<file path="src/rtl/emul_scheduler_pkg.sv">
// Shared types and widths for the EMUL pass scheduler and its result FIFO.
package emul_scheduler_pkg;
  typedef enum logic [2:0] {
    ST_IDLE,
    ST_PRIME,
    ST_ISSUE,
    ST_DRAIN,
    ST_FINISH
  } state_t;

  localparam int EMUL_LANES = 4;
  localparam int BEAT_W     = 64;
  localparam int RES_W      = 128;
endpackage

</file>
<file path="src/rtl/emul_result_fifo.sv">
// Result FIFO with a registered head; an empty FIFO forwards a push straight into the head.
module emul_result_fifo
  import emul_scheduler_pkg::*;
#(
  parameter int WIDTH = RES_W,
  parameter int DEPTH = 16
) (
  input  logic             clk,
  input  logic             rst,
  input  logic             push,
  input  logic [WIDTH-1:0] push_data,
  input  logic             pop,
  output logic [WIDTH-1:0] head_data,
  output logic             full,
  output logic             empty
);
  localparam int AW = (DEPTH > 1) ? $clog2(DEPTH) : 1;

  logic [WIDTH-1:0] mem [DEPTH];
  logic [AW-1:0]    wptr, rptr;
  logic [AW:0]      scnt;
  logic [AW:0]      total;
  logic             head_vld;
  logic             head_free, push_ok, take_mem, push_mem;

  // Occupancy counts the head register plus the entries queued behind it.
  always_comb begin
    total     = scnt + {{AW{1'b0}}, head_vld};
    full      = (total == (AW+1)'(DEPTH));
    empty     = !head_vld;
    head_free = !head_vld || pop;
    push_ok   = push && (!full || pop);
    take_mem  = head_free && (scnt != '0);
    push_mem  = push_ok && !(head_free && (scnt == '0));
  end

  always_ff @(posedge clk) begin
    if (push_mem) mem[wptr] <= push_data;
  end

  always_ff @(posedge clk or posedge rst) begin
    if (rst) begin
      wptr      <= '0;
      rptr      <= '0;
      scnt      <= '0;
      head_vld  <= 1'b0;
      head_data <= '0;
    end else begin
      if (push_mem) wptr <= wptr + 1'b1;
      if (take_mem) rptr <= rptr + 1'b1;
      case ({push_mem, take_mem})
        2'b10:   scnt <= scnt + 1'b1;
        2'b01:   scnt <= scnt - 1'b1;
        default: ;
      endcase
      if (head_free) begin
        head_vld <= take_mem || push_ok;
        if (take_mem)     head_data <= mem[rptr];
        else if (push_ok) head_data <= push_data;
      end
    end
  end
endmodule

</file>
<file path="src/rtl/emul_scheduler.sv">
// Sequences one element-wise bf16 multiply pass: operand fetch, EMUL feed, credit-guarded result write-back.
module emul_scheduler
  import emul_scheduler_pkg::*;
#(
  parameter int ADDR_W     = 16,
  parameter int LEN_W      = 16,
  parameter int RD_LAT     = 2,
  parameter int MUL_LAT    = 8,
  parameter int FIFO_DEPTH = 16
) (
  input  logic              clk,
  input  logic              rst,
  input  logic              cfg_start,
  input  logic [LEN_W-1:0]  cfg_len,
  input  logic [ADDR_W-1:0] cfg_a_base,
  input  logic [ADDR_W-1:0] cfg_b_base,
  input  logic [ADDR_W-1:0] cfg_r_base,
  output logic              busy,
  output logic              done,
  output logic              err_overflow,
  output logic              a_rd_en,
  output logic              b_rd_en,
  output logic [ADDR_W-1:0] a_rd_addr,
  output logic [ADDR_W-1:0] b_rd_addr,
  input  logic [BEAT_W-1:0] a_rd_data,
  input  logic [BEAT_W-1:0] b_rd_data,
  output logic              emul_stage_start,
  output logic              emul_a_tvalid,
  output logic              emul_b_tvalid,
  output logic [BEAT_W-1:0] emul_a_tdata,
  output logic [BEAT_W-1:0] emul_b_tdata,
  input  logic              emul_result_tvalid,
  input  logic [RES_W-1:0]  emul_result_tdata,
  output logic              r_wr_valid,
  input  logic              r_wr_ready,
  output logic [ADDR_W-1:0] r_wr_addr,
  output logic [RES_W-1:0]  r_wr_data
);
  if (RD_LAT < 1 || FIFO_DEPTH < RD_LAT + MUL_LAT + 2) begin : g_cfg_check
    $error("emul_scheduler: RD_LAT must be >= 1 and FIFO_DEPTH >= RD_LAT+MUL_LAT+2");
  end

  state_t            state;
  logic [LEN_W-1:0]  len;
  logic [ADDR_W-1:0] a_base, b_base, r_base;
  logic [LEN_W:0]    issue_idx, rd_cnt, wr_cnt, wr_cnt_nxt, inflight, len_x;
  logic [RD_LAT-1:0] vld_p;
  logic              rd_en, tvalid, wr_fire, fifo_full, fifo_empty, overflow;

  // Issue stage: one read per cycle while the pass has credit left.
  always_comb begin
    len_x      = {1'b0, len};
    inflight   = issue_idx - wr_cnt;
    rd_en      = (state == ST_ISSUE) && (issue_idx != len_x) &&
                 (inflight < (LEN_W+1)'(FIFO_DEPTH));
    tvalid     = vld_p[RD_LAT-1];
    wr_fire    = r_wr_valid && r_wr_ready;
    wr_cnt_nxt = wr_cnt + (LEN_W+1)'(wr_fire);
    overflow   = emul_result_tvalid && fifo_full && !wr_fire;
  end

  assign a_rd_en       = rd_en;
  assign b_rd_en       = rd_en;
  assign a_rd_addr     = a_base + ADDR_W'(issue_idx);
  assign b_rd_addr     = b_base + ADDR_W'(issue_idx);
  assign emul_a_tvalid = tvalid;
  assign emul_b_tvalid = tvalid;
  assign emul_a_tdata  = {BEAT_W{tvalid}} & a_rd_data;
  assign emul_b_tdata  = {BEAT_W{tvalid}} & b_rd_data;
  assign r_wr_valid    = !fifo_empty;
  assign r_wr_addr     = r_base + ADDR_W'(wr_cnt);

  // Read-latency stage: rd_en travels alongside the memory read.
  always_ff @(posedge clk or posedge rst) begin
    if (rst) begin
      vld_p <= '0;
    end else begin
      vld_p[0] <= rd_en;
      for (int i = 1; i < RD_LAT; i++) vld_p[i] <= vld_p[i-1];
    end
  end

  always_ff @(posedge clk or posedge rst) begin
    if (rst) begin
      state            <= ST_IDLE;
      busy             <= 1'b0;
      done             <= 1'b0;
      err_overflow     <= 1'b0;
      emul_stage_start <= 1'b0;
      len              <= '0;
      a_base           <= '0;
      b_base           <= '0;
      r_base           <= '0;
      issue_idx        <= '0;
      rd_cnt           <= '0;
      wr_cnt           <= '0;
    end else begin
      done   <= 1'b0;
      wr_cnt <= wr_cnt_nxt;
      if (rd_en)    issue_idx    <= issue_idx + 1'b1;
      if (tvalid)   rd_cnt       <= rd_cnt + 1'b1;
      if (overflow) err_overflow <= 1'b1;
      case (state)
        ST_IDLE: if (cfg_start) begin
          len          <= cfg_len;
          a_base       <= cfg_a_base;
          b_base       <= cfg_b_base;
          r_base       <= cfg_r_base;
          issue_idx    <= '0;
          rd_cnt       <= '0;
          wr_cnt       <= '0;
          err_overflow <= 1'b0;
          if (cfg_len == '0) begin
            state <= ST_FINISH;
            done  <= 1'b1;
          end else begin
            state            <= ST_PRIME;
            busy             <= 1'b1;
            emul_stage_start <= 1'b1;
          end
        end
        ST_PRIME: state <= ST_ISSUE;
        ST_ISSUE: if (issue_idx == len_x) state <= ST_DRAIN;
        ST_DRAIN: begin
          // Release EMUL once the last operand beat has left its input registers.
          if (rd_cnt == len_x && vld_p == '0) emul_stage_start <= 1'b0;
          if (wr_cnt_nxt == len_x) begin
            state            <= ST_FINISH;
            busy             <= 1'b0;
            done             <= 1'b1;
            emul_stage_start <= 1'b0;
          end
        end
        ST_FINISH: state <= ST_IDLE;
        default:   state <= ST_IDLE;
      endcase
    end
  end

  emul_result_fifo #(.WIDTH(RES_W), .DEPTH(FIFO_DEPTH)) u_fifo (
    .clk       (clk),
    .rst       (rst),
    .push      (emul_result_tvalid),
    .push_data (emul_result_tdata),
    .pop       (wr_fire),
    .head_data (r_wr_data),
    .full      (fifo_full),
    .empty     (fifo_empty)
  );
endmodule

</file>
<file path="config.mk">
export PLATFORM = sky130hd
export DESIGN_NAME = emul_scheduler
export DESIGN_NICKNAME = d
export VERILOG_FILES = /design/src/rtl/emul_scheduler_pkg.sv /design/src/rtl/emul_result_fifo.sv /design/src/rtl/emul_scheduler.sv
export SDC_FILE = /design/constraint.sdc
export NUM_CORES = 2
export LEC_CHECK = 0
export CAP_MARGIN = 20
export CORE_AREA = 2 2 289 576
export DETAILED_ROUTE_END_ITERATION = 6
export DIE_AREA = 0 0 291 578
export DONT_BUFFER_PORTS = 1
export PLACE_DENSITY = 0.74
export SYNTH_ARGS = -nofsm -noshare
export SYNTH_HDL_FRONTEND = slang
export SYNTH_HIERARCHICAL = 1
export SYNTH_SLANG_ARGS = --single-unit
</file>
<file path="constraint.sdc">
create_clock -name clk -period 12.3 [get_ports clk]
set_clock_uncertainty 0.1 [all_clocks]
set_input_delay 2.46 -clock clk [delete_from_list [all_inputs] [get_ports clk]]
set_output_delay 2.46 -clock clk [all_outputs]
set_load 0.02 [all_outputs]
</file>
Yosys cells after proc, flatten, opt, wreduce, memory -nomap -nowiden
Memory sizes are Yosys's and may differ from the RTL's.
Index checks and enable logic that the tools add are counted.
W data, S select, Z words.
{"block": "word_totals", "reg_bits": 266, "ram_bits": 2048, "output_inout_bits": 313, "n_memories": 1}
{"memory": "u_fifo.mem", "depth": 16, "width": 128, "read_ports": 1, "rd_ports_with_merged_regs": 0, "write_ports": 1, "line": "emul_result_fifo.sv:19", "rtl": "logic [WIDTH-1:0] mem [DEPTH];"}
{"block": "classes", "addsub": 12, "n_lt_le_gt_ge": 1, "eq_ne": 15, "n_mux": 32, "bitwise": 2, "reduce_logical": 30}
{"cell": "$mux W128", "n": 2}
{"cell": "$mux W17", "n": 8}
{"cell": "$and A64 B64 Y64", "n": 2}
{"cell": "$eq A17 B16 Y1", "n": 3}
{"cell": "$add A16 B16 Y16", "n": 3}
{"cell": "$add A17 B1 Y17 const B", "n": 2}
{"cell": "$add A17 B1 Y17", "n": 1}
{"cell": "$lt A17 B5 Y1 const B", "n": 1}
{"cell": "$ne A17 B16 Y1", "n": 1}
{"cell": "$sub A17 B17 Y17", "n": 1}
{"cell": "$logic_not A16 Y1", "n": 1}
{"cell": "$mux W1", "n": 13}
{"cell": "$mux W3", "n": 4}
{"cell": "$pmux W3 S4", "n": 1}
{"cell": "$logic_and A1 B1 Y1", "n": 10}
{"cell": "$pmux W5 S2", "n": 1}
{"cell": "$add A4 B1 Y4 const B", "n": 2}
{"cell": "$reduce_and A4 Y1", "n": 2}
{"cell": "$eq A3 B2 Y1 const B", "n": 2}
{"cell": "$ne A2 B2 Y1 const B", "n": 3}
{"cell": "$pmux W1 S2", "n": 3}
{"cell": "$reduce_bool A2 Y1", "n": 3}
{"cell": "$add A5 B1 Y5", "n": 1}
{"cell": "$add A5 B1 Y5 const B", "n": 1}
{"cell": "other kinds (15)", "n": 21}

Longest topological paths before layout
{"block": "depth", "depth_word": 8, "depth_mapped": 17}

By module
Netlist, hierarchy kept.
{"mod": "emul_result_fifo", "instances": 1, "cells_each": 3794, "area_each_um2": 83365.0}
{"mod": "emul_scheduler", "instances": 1, "cells_each": 1152, "area_each_um2": 9411.5}

Least setup slack after synthesis
OpenSTA, ideal clock, no wires.
{"block": "synth_timing", "path_kind": "input -> register", "startpoint": "input port r_wr_ready", "endpoint": "memory u_fifo/mem[0][0] (netlist name) (enable)", "setup_time_ps": 772, "arrival_time_ps": 12189, "required_time_ps": 11428, "slack_ps": -761, "cell_stages": 7, "path_cell_list": "nor2b_1 > nor3_1 > o21a_1 > a21boi_1 > buf_2 > nand2_1 > nor3_1"}
{"block": "synth_between", "elab_chain_cells": 7, "word_cells_on_any_way": 9, "classes_between": "mux (2); reduce/logical (7)"}
{"item": "start, declared", "line": "emul_scheduler.sv:35", "rtl": "input logic r_wr_ready,"}
{"item": "$logic_and A1 B1 Y1 (*)", "line": "emul_scheduler.sv:57", "rtl": "wr_fire = r_wr_valid && r_wr_ready;"}
{"item": "$logic_or A1 B1 Y1", "line": "emul_result_fifo.sv:31", "rtl": "head_free = !head_vld || pop;"}
{"item": "$logic_and A1 B1 Y1", "line": "emul_result_fifo.sv:34", "rtl": "push_mem = push_ok && !(head_free && (scnt == '0));"}
{"item": "$logic_not A1 Y1", "line": "emul_result_fifo.sv:34"}
{"item": "$logic_and A1 B1 Y1 (*)", "line": "emul_result_fifo.sv:34"}
{"item": "$mux W1 (*)", "line": "emul_result_fifo.sv:38", "rtl": "if (push_mem) mem[wptr] <= push_data;"}
{"item": "$mux W1 (not written as such) (*)", "line": "emul_result_fifo.sv:38"}
{"item": "end, declared", "line": "emul_result_fifo.sv:19"}
Mark *: on every way between the ends. The rest lies on a longest branch, timed or not.

Worst setup path after layout
{"block": "layout_timing", "startpoint": "register issue_idx[0]", "endpoint": "output port a_rd_addr[12]"}
{"block": "layout_between", "elab_chain_cells": 1}
{"item": "start, declared", "line": "emul_scheduler.sv:46", "rtl": "logic [LEN_W:0] issue_idx, rd_cnt, wr_cnt, wr_cnt_nxt, inflight, len_x;"}
{"item": "start signal, assigned", "line": "emul_scheduler.sv:100", "rtl": "if (rd_en) issue_idx <= issue_idx + 1'b1;"}
{"item": "$add A16 B16 Y16", "line": "emul_scheduler.sv:64", "rtl": "assign a_rd_addr = a_base + ADDR_W'(issue_idx);"}
{"item": "end, declared", "line": "emul_scheduler.sv:23", "rtl": "output logic [ADDR_W-1:0] a_rd_addr,"}
No other way between the ends.

==> results by group <==
Routing
  • Final wirelength: 240000 um
  • DRC viols: 0
  • Final ANT Viol Nets: 0
  • Met1 WL: about 80000 um
  • WL met3: 19900 um
  • Metal2 WL: between 100000 and 150000 um
  • Vias: approximately 48000
  • Max layer used: met5
  • Initial DRC Count: 4457
  • Pre-Repair DR Iteration Count: 6
  • Drt wl/cell: between 30 and 40 um
  • Via density: ~6.6

Floorplanning
  • Die width: 291 um
  • Starting Density: 56.7%
  • Area of the die: roughly 0.17 sq mm
  • Core Rows: 210
  • # IOs: approximately 640
  • Die Y: a little under 600 um
  • Core area: around 0.16 sq mm

Power
  • Worst vdd ir: approximately 0.25 mV
  • PwrDens: approximately 220 mW/mm^2
  • Total design power: between 20 and 25 mW
  • Leakage: 33.4 nW

Synthesis
  • Async set or reset register ratio after synthesis: roughly 11%
  • Top cells by area, synth: edfxtp_1, mux4_2, dfrtp_1, nand2_1, ha_1
  • Mapped cell area: ~0.093 sq mm
  • Top cell type's share of synthesized area: about two thirds
  • Synth warnings: 6
  • Synth Instances: between 4000 and 5000
  • Post-synth EDFFs: 2048
  • Mapped Avg Cell Area: between 15 and 20 sq um
  • Register area share after synthesis: roughly 73%
  • #FFs+latches synth: 2314
  • Yosys top cell by area: edfxtp_1
  • Post-synth cell types: between 80 and 90
  • Syn nets: between 5000 and 6000
  • Most common flop cell mapped by yosys: edfxtp_1

Status
  • Outcome: complete, no violations

Worst hold path
  • Min-Delay Path Depth: 0
  • Hold WC Path Type: reg2reg
  • Worst hold start: vld_p[0]
  • End of the worst hold path: vld_p[1]

CTS
  • Setup bufs post-CTS: 0
  • CTS tree: done
  • Clock latency on the worst-skew pair: around 0.84 ns
  • Root buf cell: clkbuf_16
  • Clock sink count: between 2000 and 2500
  • # hold bufs at CTS: 0
  • Clock Pin Slew Worst Setup and Hold Paths: 0.07 ns
  • Bufs on Longest Clock Path: 4
  • Number of buffers created by CTS: around 190
  • CTS HTree Levels: 4
  • Resized Gates After CTS: 0

Setup path
  • R2R setup slack: ~7.5 ns
  • Setup crit end kind: output port
  • Worst r2r src: u_fifo/scnt[0]
  • Worst r2r dst: u_fifo/mem[0][80]
  • Crit path kind: reg2out
  • Arrival @ worst endpoint: approximately 4.4 ns
  • R2R cell count: 10
  • Startpoint types: flop
  • Crit path max fanout: 9
  • Worst path required time: 9.74 ns

STA
  • Worst Max-Slew Pin Slew: ~1.2 ns
  • Unrepaired setup endpoints after global routing: no
  • Final setup vio count: 0
  • Setup TNS: 0 ns
  • Fin crit share: between 50% and 60%
  • Min Tclk post-route: 6.91 ns
  • Final Max Slew Viols: 0
  • FMAX: around 140 MHz
  • Slew headroom: between 10% and 20%
  • Final Hold Violating Endpoints: 0

Placed design
  • Port bufs: 0
  • GP Congestion: 0.929
  • Post-DP HPWL: approximately 150000 um

Final layout
  • Share of post-route cells with drive strength above 1: between 10% and 20%
  • Util after Layout: 61.8%
  • Synth-to-layout area growth: 9.06%
  • Nets: 5349

GRT
  • Largest net degree at the start of global routing: 136
  • Initial antenna violation count: 35
  • GRT Total Usage: 28.4%
  • First-pass GRT wire length: 345000 um
  • Vias in the first global route: approximately 50000
  • Congestion Overflow GR: 0

Run
  • Max-Cap Viols: 0
## sequential cells by signal, indices dropped and copies added (netlist names)
name	count
state	3
busy	1
a_base	16
u_fifo/rptr	4
b_base	16
emul_stage_start	1
u_fifo/head_data	128
u_fifo/head_vld	1
r_base	16
wr_cnt	17
done	1
u_fifo/mem	2048
vld_p	2
len	16
rd_cnt	17
err_overflow	1
u_fifo/wptr	4
u_fifo/scnt	5
issue_idx	17
## worst max-delay path: stages, from the launching register on
cell and delay, ns:
dfrtp_1 0.61, ha_1 0.25, inv_1 0.06, fa_1 0.40, nor2b_1 0.12, o21ai_0 0.10, a21boi_0 0.24, o21ai_0 0.14
a21boi_0 0.51, o2111ai_1 0.17, nand3_1 0.17, or4_1 0.26, nand2_1 0.10, xnor2_1 0.41
## how the worst max path moves through the flow
stage / from / to / slack, ns / depth (start not counted)
after global placement: r_wr_ready / u_fifo/mem[0][52] / 5.67 / 9
after floorplan: r_wr_ready / u_fifo/mem[12][0] / 2.68 / 7
final: issue_idx[0] / a_rd_addr[12] / 5.39 / 13
after global routing: issue_idx[0] / a_rd_addr[12] / 5.12 / 13
after CTS: issue_idx[2] / a_rd_en / 5.38 / 10
after detailed placement: r_wr_ready / u_fifo/mem[0][84] / 5.64 / 9
## placed cells by master, fill, tap and decap left out, types with 10 or more instances in the layout
cell	n
edfxtp_1	2048
mux4_2	486
nand2_1	358
dfrtp_1	261
clkbuf_16	196
a21oi_1	181
and2_1	139
xnor2_1	93
a221oi_1	93
nor2_1	90
a22oi_1	87
a22o_1	82
mux2_2	81
ha_1	74
buf_4	72
o21ai_0	59
mux2i_1	52
inv_1	47
o22ai_1	42
xor2_1	39
nor3_1	37
clkbuf_1	35
clkinv_1	35
nand3_1	32
diode_2	31
clkinv_2	27
nand4_1	26
nor2b_1	26
nand2b_1	19
nor4_1	16
a211oi_1	16
or3_1	14
and3_1	13
clkbuf_8	12
clkinvlp_4	11
a21o_1	10
bufinv_16	10
## metrics by stage
step / std cells / hold slack (ns) / instance area, sq um / worst slack [ns]
after CTS: 7214 / 0.301 / 101000 / 5.38
final: 7246 / 0.297 / 101000 / 5.39
after global placement: 6867 / 0.290 / 95000 / 5.67
after detailed placement: 6870 / 0.277 / 95000 / 5.64
after global routing: 7238 / 0.309 / 101000 / 5.12
after floorplan: 4946 / 0.255 / 92800 / 2.68
## report_power, final
part | internal [mW] | total [mW] | switching (mW) | leakage, nW
combinational | 2.64 | 6.08 | 3.44 | 8.77
sequential | 9.53 | 10.4 | 0.887 | 21.7
clock | 3.22 | 5.96 | 2.74 | 2.93
total | 15.4 | 22.5 | 7.07 | 33.4
## per-layer routing
metal | track usage [%] | vias to the layer above
met1 | 31.8 | 25000
met3 | 6.21 | 607
li1 | - | 19900
met2 | 51.0 | 2449
met4 | 15.0 | 10
met5 | 0 | -
## synth_stat cells, drive strengths merged (4+ instances only)
cell type  count
a211oi        17
a21boi         6
a21o          10
a21oi        182
a221o          4
a221oi        93
a22o          82
a22oi         87
a31oi          7
and2         141
and3          22
and4           5
buf          143
clkbuf       136
dfrtp        266
edfxtp      2048
ha            74
inv           50
mux2          81
mux2i         52
mux4         486
nand2        359
nand2b        19
nand3         33
nand3b         8
nand4         26
nand4b         4
nor2          96
nor2b         28
nor3          42
nor4          17
o2111ai        4
o21a           6
o21ai         64
o22ai         42
o2bb2ai        4
or2            7
or3           14
or4            5
xnor2         93
xor2          39
## cell families (layout without fill, tap and decap cells)
logic type      after synthesis  in the layout  synth area share (%)
buf+inv                     329            478                  1.66
mux                         619            619                  13.3
simple gates                835            835                  4.42
other cells                   0             31                     0
compound gates              640            640                  4.81
flops                      2314           2314                  73.5
xor+xnor                    132            132                  1.25
fa+ha+maj                    77             77                  1.06
## area by class of cell
type                    instances  area, sq um
flip-flops and latches       2314        68200
fillers                     11100        62500
multi-input cells            2303        23200
clock buffers                 243         5200
well taps                    2120         2650
clock inverters               101          830
repair buffers                 84          811
inverters                      50          205
diodes                         31         77.6
No activity file was read; power rests on OpenSTA's default activity.
